--- config.mk ---
export PLATFORM = sky130hd
export DESIGN_NAME = multicycle_adder_flat
export DESIGN_NICKNAME = d
export VERILOG_FILES = /design/src/rtl/multicycle_adder_if.sv /design/src/rtl/multicycle_adder.sv /design/src/flat_wrapper.sv
export SDC_FILE = /design/constraint.sdc
export NUM_CORES = 1
export LEC_CHECK = 0
export BUFFER_PORTS_ARGS = -buffer_cell sky130_fd_sc_hd__buf_2
export CAP_MARGIN = 20
export CELL_PAD_IN_SITES_DETAIL_PLACEMENT = 0
export CELL_PAD_IN_SITES_GLOBAL_PLACEMENT = 1
export CORE_MARGIN = 2
export CORE_UTILIZATION = 46
export CTS_CLUSTER_SIZE = 12
export DETAILED_ROUTE_END_ITERATION = 7
export GPL_ROUTABILITY_DRIVEN = 0
export GPL_TIMING_DRIVEN = 0
export PLACE_DENSITY_LB_ADDON = 0.1
export SLEW_MARGIN = 20
export SYNTH_ARGS = -nofsm -noshare
export SYNTH_HDL_FRONTEND = slang
export SYNTH_SLANG_ARGS = --single-unit
--- constraint.sdc ---
create_clock -name clk -period 2.4 [get_ports clk]
set_input_delay 0.12 -clock clk [delete_from_list [all_inputs] [get_ports clk]]
set_output_delay 0.12 -clock clk [all_outputs]
set_load 0.05 [all_outputs]
--- src/rtl/multicycle_adder_if.sv ---
// rtl/multicycle_adder_if.sv - request/result bundle for multicycle_adder; OVF member present only with MULTICYCLE_ADDER_OVF_EN
interface multicycle_adder_if #(
    parameter int WIDTH = 8
);
    logic             start;
    logic [WIDTH-1:0] A;
    logic [WIDTH-1:0] B;
    logic             Cin;
    logic             busy;
    logic             done;
    logic [WIDTH-1:0] Sum;
    logic             Cout;
`ifdef MULTICYCLE_ADDER_OVF_EN
    logic             OVF;

    modport master (
        output start, A, B, Cin,
        input  busy, done, Sum, Cout, OVF
    );

    modport slave (
        input  start, A, B, Cin,
        output busy, done, Sum, Cout, OVF
    );
`else
    modport master (
        output start, A, B, Cin,
        input  busy, done, Sum, Cout
    );

    modport slave (
        input  start, A, B, Cin,
        output busy, done, Sum, Cout
    );
`endif
endinterface

--- src/rtl/multicycle_adder.sv ---
// rtl/multicycle_adder.sv - slice-serial WIDTH-bit adder, CHUNK bits per cycle; signed overflow flag with MULTICYCLE_ADDER_OVF_EN
module multicycle_adder #(
    parameter int WIDTH = 8,
    parameter int CHUNK = 2
) (
    input  logic               clk,
    input  logic               rst_n,
    multicycle_adder_if.slave  bus
);
    localparam int NCHUNK = WIDTH / CHUNK;
    localparam int IW     = (NCHUNK > 1) ? $clog2(NCHUNK) : 1;

    localparam logic [1:0] S_IDLE = 2'd0;
    localparam logic [1:0] S_RUN  = 2'd1;
    localparam logic [1:0] S_DONE = 2'd2;

    logic [1:0]       state;
    logic [IW-1:0]    idx;
    // Latched operands are shifted right each RUN edge, so the slice for
    // index idx always sits in the low CHUNK bits.
    logic [WIDTH-1:0] a_r;
    logic [WIDTH-1:0] b_r;
    logic             carry;
    // Working sum fills from the top: each new slice enters at the MSB end
    // and the earlier ones move down, landing in place after NCHUNK edges.
    logic [WIDTH-1:0] wsum;
    logic [WIDTH-1:0] sum_r;
    logic             cout_r;

    logic [CHUNK-1:0] slice_sum;
    logic             slice_cout;
    logic [WIDTH-1:0] wsum_next;
    logic             last;

`ifdef MULTICYCLE_ADDER_OVF_EN
    logic             ovf_r;
    logic             ovf_next;
`endif

    // One CHUNK-bit slice of the addition plus the merged working sum.
    always_comb begin
        {slice_cout, slice_sum} = {1'b0, a_r[CHUNK-1:0]} + {1'b0, b_r[CHUNK-1:0]}
                                + {{CHUNK{1'b0}}, carry};
        wsum_next = (wsum >> CHUNK) | (WIDTH'(slice_sum) << (WIDTH - CHUNK));
        last      = (idx == IW'(NCHUNK - 1));
    end

`ifdef MULTICYCLE_ADDER_OVF_EN
    // On the final slice the low bits hold the operand MSBs; same-sign
    // operands giving an opposite-sign result is exactly carry-in XOR carry-out of the MSB.
    always_comb begin
        ovf_next = (a_r[CHUNK-1] == b_r[CHUNK-1]) && (slice_sum[CHUNK-1] != a_r[CHUNK-1]);
    end
`endif

    // Control FSM, slice datapath and registered results.
    always_ff @(posedge clk or negedge rst_n) begin
        if (!rst_n) begin
            state  <= S_IDLE;
            idx    <= '0;
            a_r    <= '0;
            b_r    <= '0;
            carry  <= 1'b0;
            wsum   <= '0;
            sum_r  <= '0;
            cout_r <= 1'b0;
`ifdef MULTICYCLE_ADDER_OVF_EN
            ovf_r  <= 1'b0;
`endif
        end else begin
            case (state)
                S_IDLE: begin
                    if (bus.start) begin
                        a_r   <= bus.A;
                        b_r   <= bus.B;
                        carry <= bus.Cin;
                        idx   <= '0;
                        wsum  <= '0;
                        state <= S_RUN;
                    end
                end
                S_RUN: begin
                    a_r   <= a_r >> CHUNK;
                    b_r   <= b_r >> CHUNK;
                    carry <= slice_cout;
                    wsum  <= wsum_next;
                    if (last) begin
                        sum_r  <= wsum_next;
                        cout_r <= slice_cout;
`ifdef MULTICYCLE_ADDER_OVF_EN
                        ovf_r  <= ovf_next;
`endif
                        state  <= S_DONE;
                    end else begin
                        idx <= idx + 1'b1;
                    end
                end
                S_DONE: begin
                    state <= S_IDLE;
                end
                default: begin
                    state <= S_IDLE;
                end
            endcase
        end
    end

    assign bus.busy = (state != S_IDLE);
    assign bus.done = (state == S_DONE);
    assign bus.Sum  = sum_r;
    assign bus.Cout = cout_r;
`ifdef MULTICYCLE_ADDER_OVF_EN
    assign bus.OVF  = ovf_r;
`endif

endmodule

--- src/flat_wrapper.sv ---
// flat-port wrapper written by rule: the top's interface ports become plain ports
module multicycle_adder_flat 
#(
    parameter int WIDTH = 8,
    parameter int CHUNK = 2
)
  (clk, rst_n, bus_start, bus_A, bus_B, bus_Cin, bus_busy, bus_done, bus_Sum, bus_Cout);
  multicycle_adder_if #(.WIDTH(WIDTH)) bus_i ();
  input  logic clk;
  input  logic rst_n;
  input wire logic [$bits(bus_i.start)-1:0] bus_start;
  input wire logic [$bits(bus_i.A)-1:0] bus_A;
  input wire logic [$bits(bus_i.B)-1:0] bus_B;
  input wire logic [$bits(bus_i.Cin)-1:0] bus_Cin;
  output wire logic [$bits(bus_i.busy)-1:0] bus_busy;
  output wire logic [$bits(bus_i.done)-1:0] bus_done;
  output wire logic [$bits(bus_i.Sum)-1:0] bus_Sum;
  output wire logic [$bits(bus_i.Cout)-1:0] bus_Cout;
  assign bus_i.start = bus_start;
  assign bus_i.A = bus_A;
  assign bus_i.B = bus_B;
  assign bus_i.Cin = bus_Cin;
  assign bus_busy = bus_i.busy;
  assign bus_done = bus_i.done;
  assign bus_Sum = bus_i.Sum;
  assign bus_Cout = bus_i.Cout;
  multicycle_adder #(.WIDTH(WIDTH), .CHUNK(CHUNK)) u_core (.clk(clk), .rst_n(rst_n), .bus(bus_i));
endmodule
; ---- After elaboration in Yosys (flattened, before gate mapping)
; Index checks and enable logic that the tools add are counted.
[word_totals]
out_inout_bits = 11
word_cells = 39
reg_bits = 38
in_bits = 20
[op_classes]
eq_ne = 6
reduce_logical = 7
bitwise_logic = 1
muxes = 14
n_addsub = 3
[ops]
columns = op, count
row1 = $pmux 8 s2, 3
row2 = $mux 8, 3
row3 = $mux 2, 4
row4 = $or 6x8->8, 1
row5 = $pmux 2 s2, 2
row6 = $reduce_and 2->1, 3
row7 = $eq 2x2->1 const B, 2
row8 = $ne 2x2->1 const B, 2
row9 = $reduce_bool 2->1, 2
row10 = $add 2x2->3, 1
row11 = $add 3x1->3, 1
row12 = $reduce_and 3->1, 1
row13 = $add 2x1->2 const B, 1
row14 = $eq 2x1->1 const B, 1
row15 = $logic_not 2->1, 1
row16 = $ne 2x1->1 const B, 1
row17 = $pmux 1 s2, 1
row18 = $mux 1, 1

; ---- Logic depth before layout (Yosys ltp)
[depth]
ltp_word = 4
mapped_depth = 5
ltp_nobuf = 4

; ---- Least setup slack after synthesis
; Ideal clock, no wire load.
[synth_path]
kind = reg-to-output
start = reg u_core.state[0]
end = out bus_done
path_stages_with_launch = 5
required_ns = 2.280
arrival_time_ns = 1.441
slack_ns = 0.839
path_cell_list = dfrtp_1 -> buf_4 -> buf_6 -> buf_4 -> nor2_1
[synth_between]
elab_chain_len = 1
[synth_rtl]
columns = item, line_no
row1 = start: declaration, multicycle_adder.sv:17  ; logic [1:0] state;
row2 = start signal: assignment, multicycle_adder.sv:59  ; state <= S_IDLE;
row3 = start signal: assignment, multicycle_adder.sv:79  ; state <= S_RUN;
row4 = start signal: assignment, multicycle_adder.sv:93  ; state <= S_DONE;
row5 = $eq 2x2->1, multicycle_adder.sv:109  ; assign bus.done = (state == S_DONE);
row6 = end: declaration, flat_wrapper.sv:16  ; output wire logic [$bits(bus_i.done)-1:0] bus_done;
; Every way passes these cells.

; ---- Final worst setup path
; Ends and elaborated chain as after synthesis.

==> flow_summary.json <==
{
  "ant_nets": 0,
  "cts_tree": "done",
  "syn_area_mm2": 0.00168,
  "cts_setup_buffers": 0,
  "required_ns": 2.28,
  "period_minus_slack_ns": 1.67,
  "hold_viol": 0,
  "insertion_delay_ns": 0.34,
  "critPathCaptureType": "output port",
  "synth_warnings": 0,
  "crit_fanout": 10,
  "grt_pass1_vias": 1332,
  "clock-sinks": 36,
  "synth_edf_count": 0,
  "p_comb_share_pct": 50.8,
  "yosys-top-cells-area": "dfrtp_1 (54%), nor3_1 (6.2%), o22ai_1 (4.1%)",
  "root_buffer": "clkbuf_4",
  "hold_path.class": "in2reg",
  "slew_viol_final": 0,
  "synth.net_count": 174,
  "worst_pin_slew_ns": 0.799,
  "drive_gt1_share_pct": 30.9,
  "r2r_slack_ns": 0.78,
  "hold_slack_ns": 0.0202,
  "final_cell_mix": "dfrtp_1 (36), buf_2 (32), nor3_1 (21)",
  "syn_area_per_cell_um2": 11.1,
  "die_x_um": 64.5,
  "n_antenna_cell": 0,
  "vias": 1311,
  "p_leak_nw": 0.966,
  "setup_tns_ns": 0,
  "rsz0062_at_grt": "false",
  "start_kind": "flop",
  "route.detailed.drc": 0,
  "dpl.hpwl_um": 2590,
  "hold_buffers": 3,
  "clockBufferDepth": 2,
  "htreeDepth": 2,
  "num_rows": 21,
  "post-route-period-util_pct": 69.6,
  "internal-power_mw": 1.64,
  "synth_top_area_cell": "dfrtp_1",
  "portBuffers": 30,
  "dp_slack_ns": 0.785,
  "path_class": "reg2out",
  "met1_usage_pct": 26.7,
  "dieArea_mm2": 0.00416,
  "status": "finished clean",
  "avgViaCountPerCell": 5.53,
  "die_h_um": 64.5,
  "worst_slack_ns": 0.729,
  "clkPwrFrac_pct": 12.5,
  "power_density_mw_per_mm2": 1460,
  "dr.pass1.iters": 4,
  "grt_max_degree": 37,
  "fmaxAchievable_mhz": 598,
  "initial_core_util_pct": 49.3,
  "clk_pin_slew_worst_paths_ns": 0.11,
  "use_met3_pct": 5.56,
  "grt_antenna_before_repair": 0,
  "finalPower_mw": 2.89,
  "grt.busiest_layer": "met2",
  "synthCells": 151,
  "fin_cells": 237,
  "ir_worst_vdd_mv": 0.545,
  "routed_wl_um": 3670,
  "p_switching_mw": 1.25,
  "yosysSeqAreaShare_pct": 53.5,
  "grt_pass1_wl_um": 6440,
  "synth.top_cell.area_share_pct": 53.5,
  "drtIter0Drc": 59,
  "area_growth_pct": 18.0,
  "synth_flop_cell": "dfrtp_1",
  "final_nets": 214,
  "synth_seq_cells": 36,
  "post_cts_resized": 0,
  "synthArstFlopShare_pct": 100,
  "setup_viol": 0,
  "wl_per_cell_um": 15.5,
  "track_usage_pct": 20.6,
  "maxCapViolCount": 0,
  "overflow": 0,
  "met2_usage_pct": 33.5,
  "critPathArrivalTime_ns": 1.55,
  "slew_headroom_pct": 46.7,
  "pwr-share-seq_pct": 36.8,
  "final_common_cell": "dfrtp_1",
  "numCtsBuffers": 5,
  "numPlacedInstances": 227,
  "synth_cell_types": 29,
  "p_sw_share_pct": 43.4,
  "io_pins": 31,
  "finClkSkew_ns": 0.00778,
  "core_mm2": 0.00342
}
cells by family (layout without fill, tap and decap cells):
group           count (synthesis)  after routing  share of synthesized area, %
buf+inv                        18             58                          6.62
compound gates                 40             40                          16.5
simple gates                   46             46                          14.3
flops                          36             36                          53.5
fa+ha+maj                       3              3                          3.12
mux                             8              8                          5.95
final timing paths:
check | startpoint | endpoint | depth (start not counted)
setup / recovery | u_core.state[0] | bus_done | 5
hold / removal | bus_A[6] | u_core.a_r[6] | 3
setup reg to reg | u_core.carry | u_core.wsum[7] | 4
hold reg to reg | u_core.bus.Cout | u_core.bus.Cout | 2
max in group asynchronous | rst_n | u_core.a_r[4] | 2
min in group asynchronous | rst_n | u_core.idx[0] | 2
Yosys cell counts, types with 3 or more instances:
master / n
a22o_1: 7
buf_4: 5
buf_6: 3
dfrtp_1: 36
inv_1: 8
mux2_2: 4
mux2_4: 3
nand2_1: 9
nor2_1: 7
nor3_1: 21
o21ai_0: 13
o22ai_1: 11
o32ai_1: 5
per-layer routing:
layer	vias up	wire, um
met3	7	140
met4	0	73
met1	652	1630
met5	-	0
li1	621	-
met2	31	1830
through the flow:
| stage | utilization, % | area, um^2 |
|---|---|---|
| 2_1_floorplan | - | 1680 |
| 3_3_place_gp | 55.3 | 1890 |
| 3_5_place_dp | 55.3 | 1890 |
| 4_1_cts | 58.1 | 1990 |
| 5_1_grt | 58.1 | 1990 |
| 6_report | 58.1 | 1990 |
area by class of cell:
class,instances,area (um^2)
plain buffers,10,81.3
inverters,8,30.0
multi-input cells,97,671
well taps,46,57.6
flip-flops and latches,36,901
fillers,312,1430
clock buffers,7,65.1
repair buffers,33,180
critical path: stages (launching register included):
cell     delay (ns)
dfrtp_1        0.38
buf_4          0.17
buf_6          0.15
buf_4          0.17
nor2_1         0.09
buf_2          0.26
sequential cells by signal (all words and copies together), names as in the netlist:
register	flops
u_core.state	2
u_core.bus.Sum	8
u_core.idx	2
u_core.b_r	8
u_core.wsum	6
u_core.bus.Cout	1
u_core.carry	1
u_core.a_r	8
power by group through the flow:
stage          clock network [mW]  logic (mW)  registers [mW]
2_1_floorplan                   0       0.912            1.27
3_3_place_gp                    0        1.43            1.06
3_5_place_dp                    0        1.47            1.08
4_1_cts                     0.373        1.48            1.06
5_1_grt                     0.409        1.63            1.10
6_report                    0.360        1.47            1.06
Note: power is estimated with default switching activity, not from simulation.
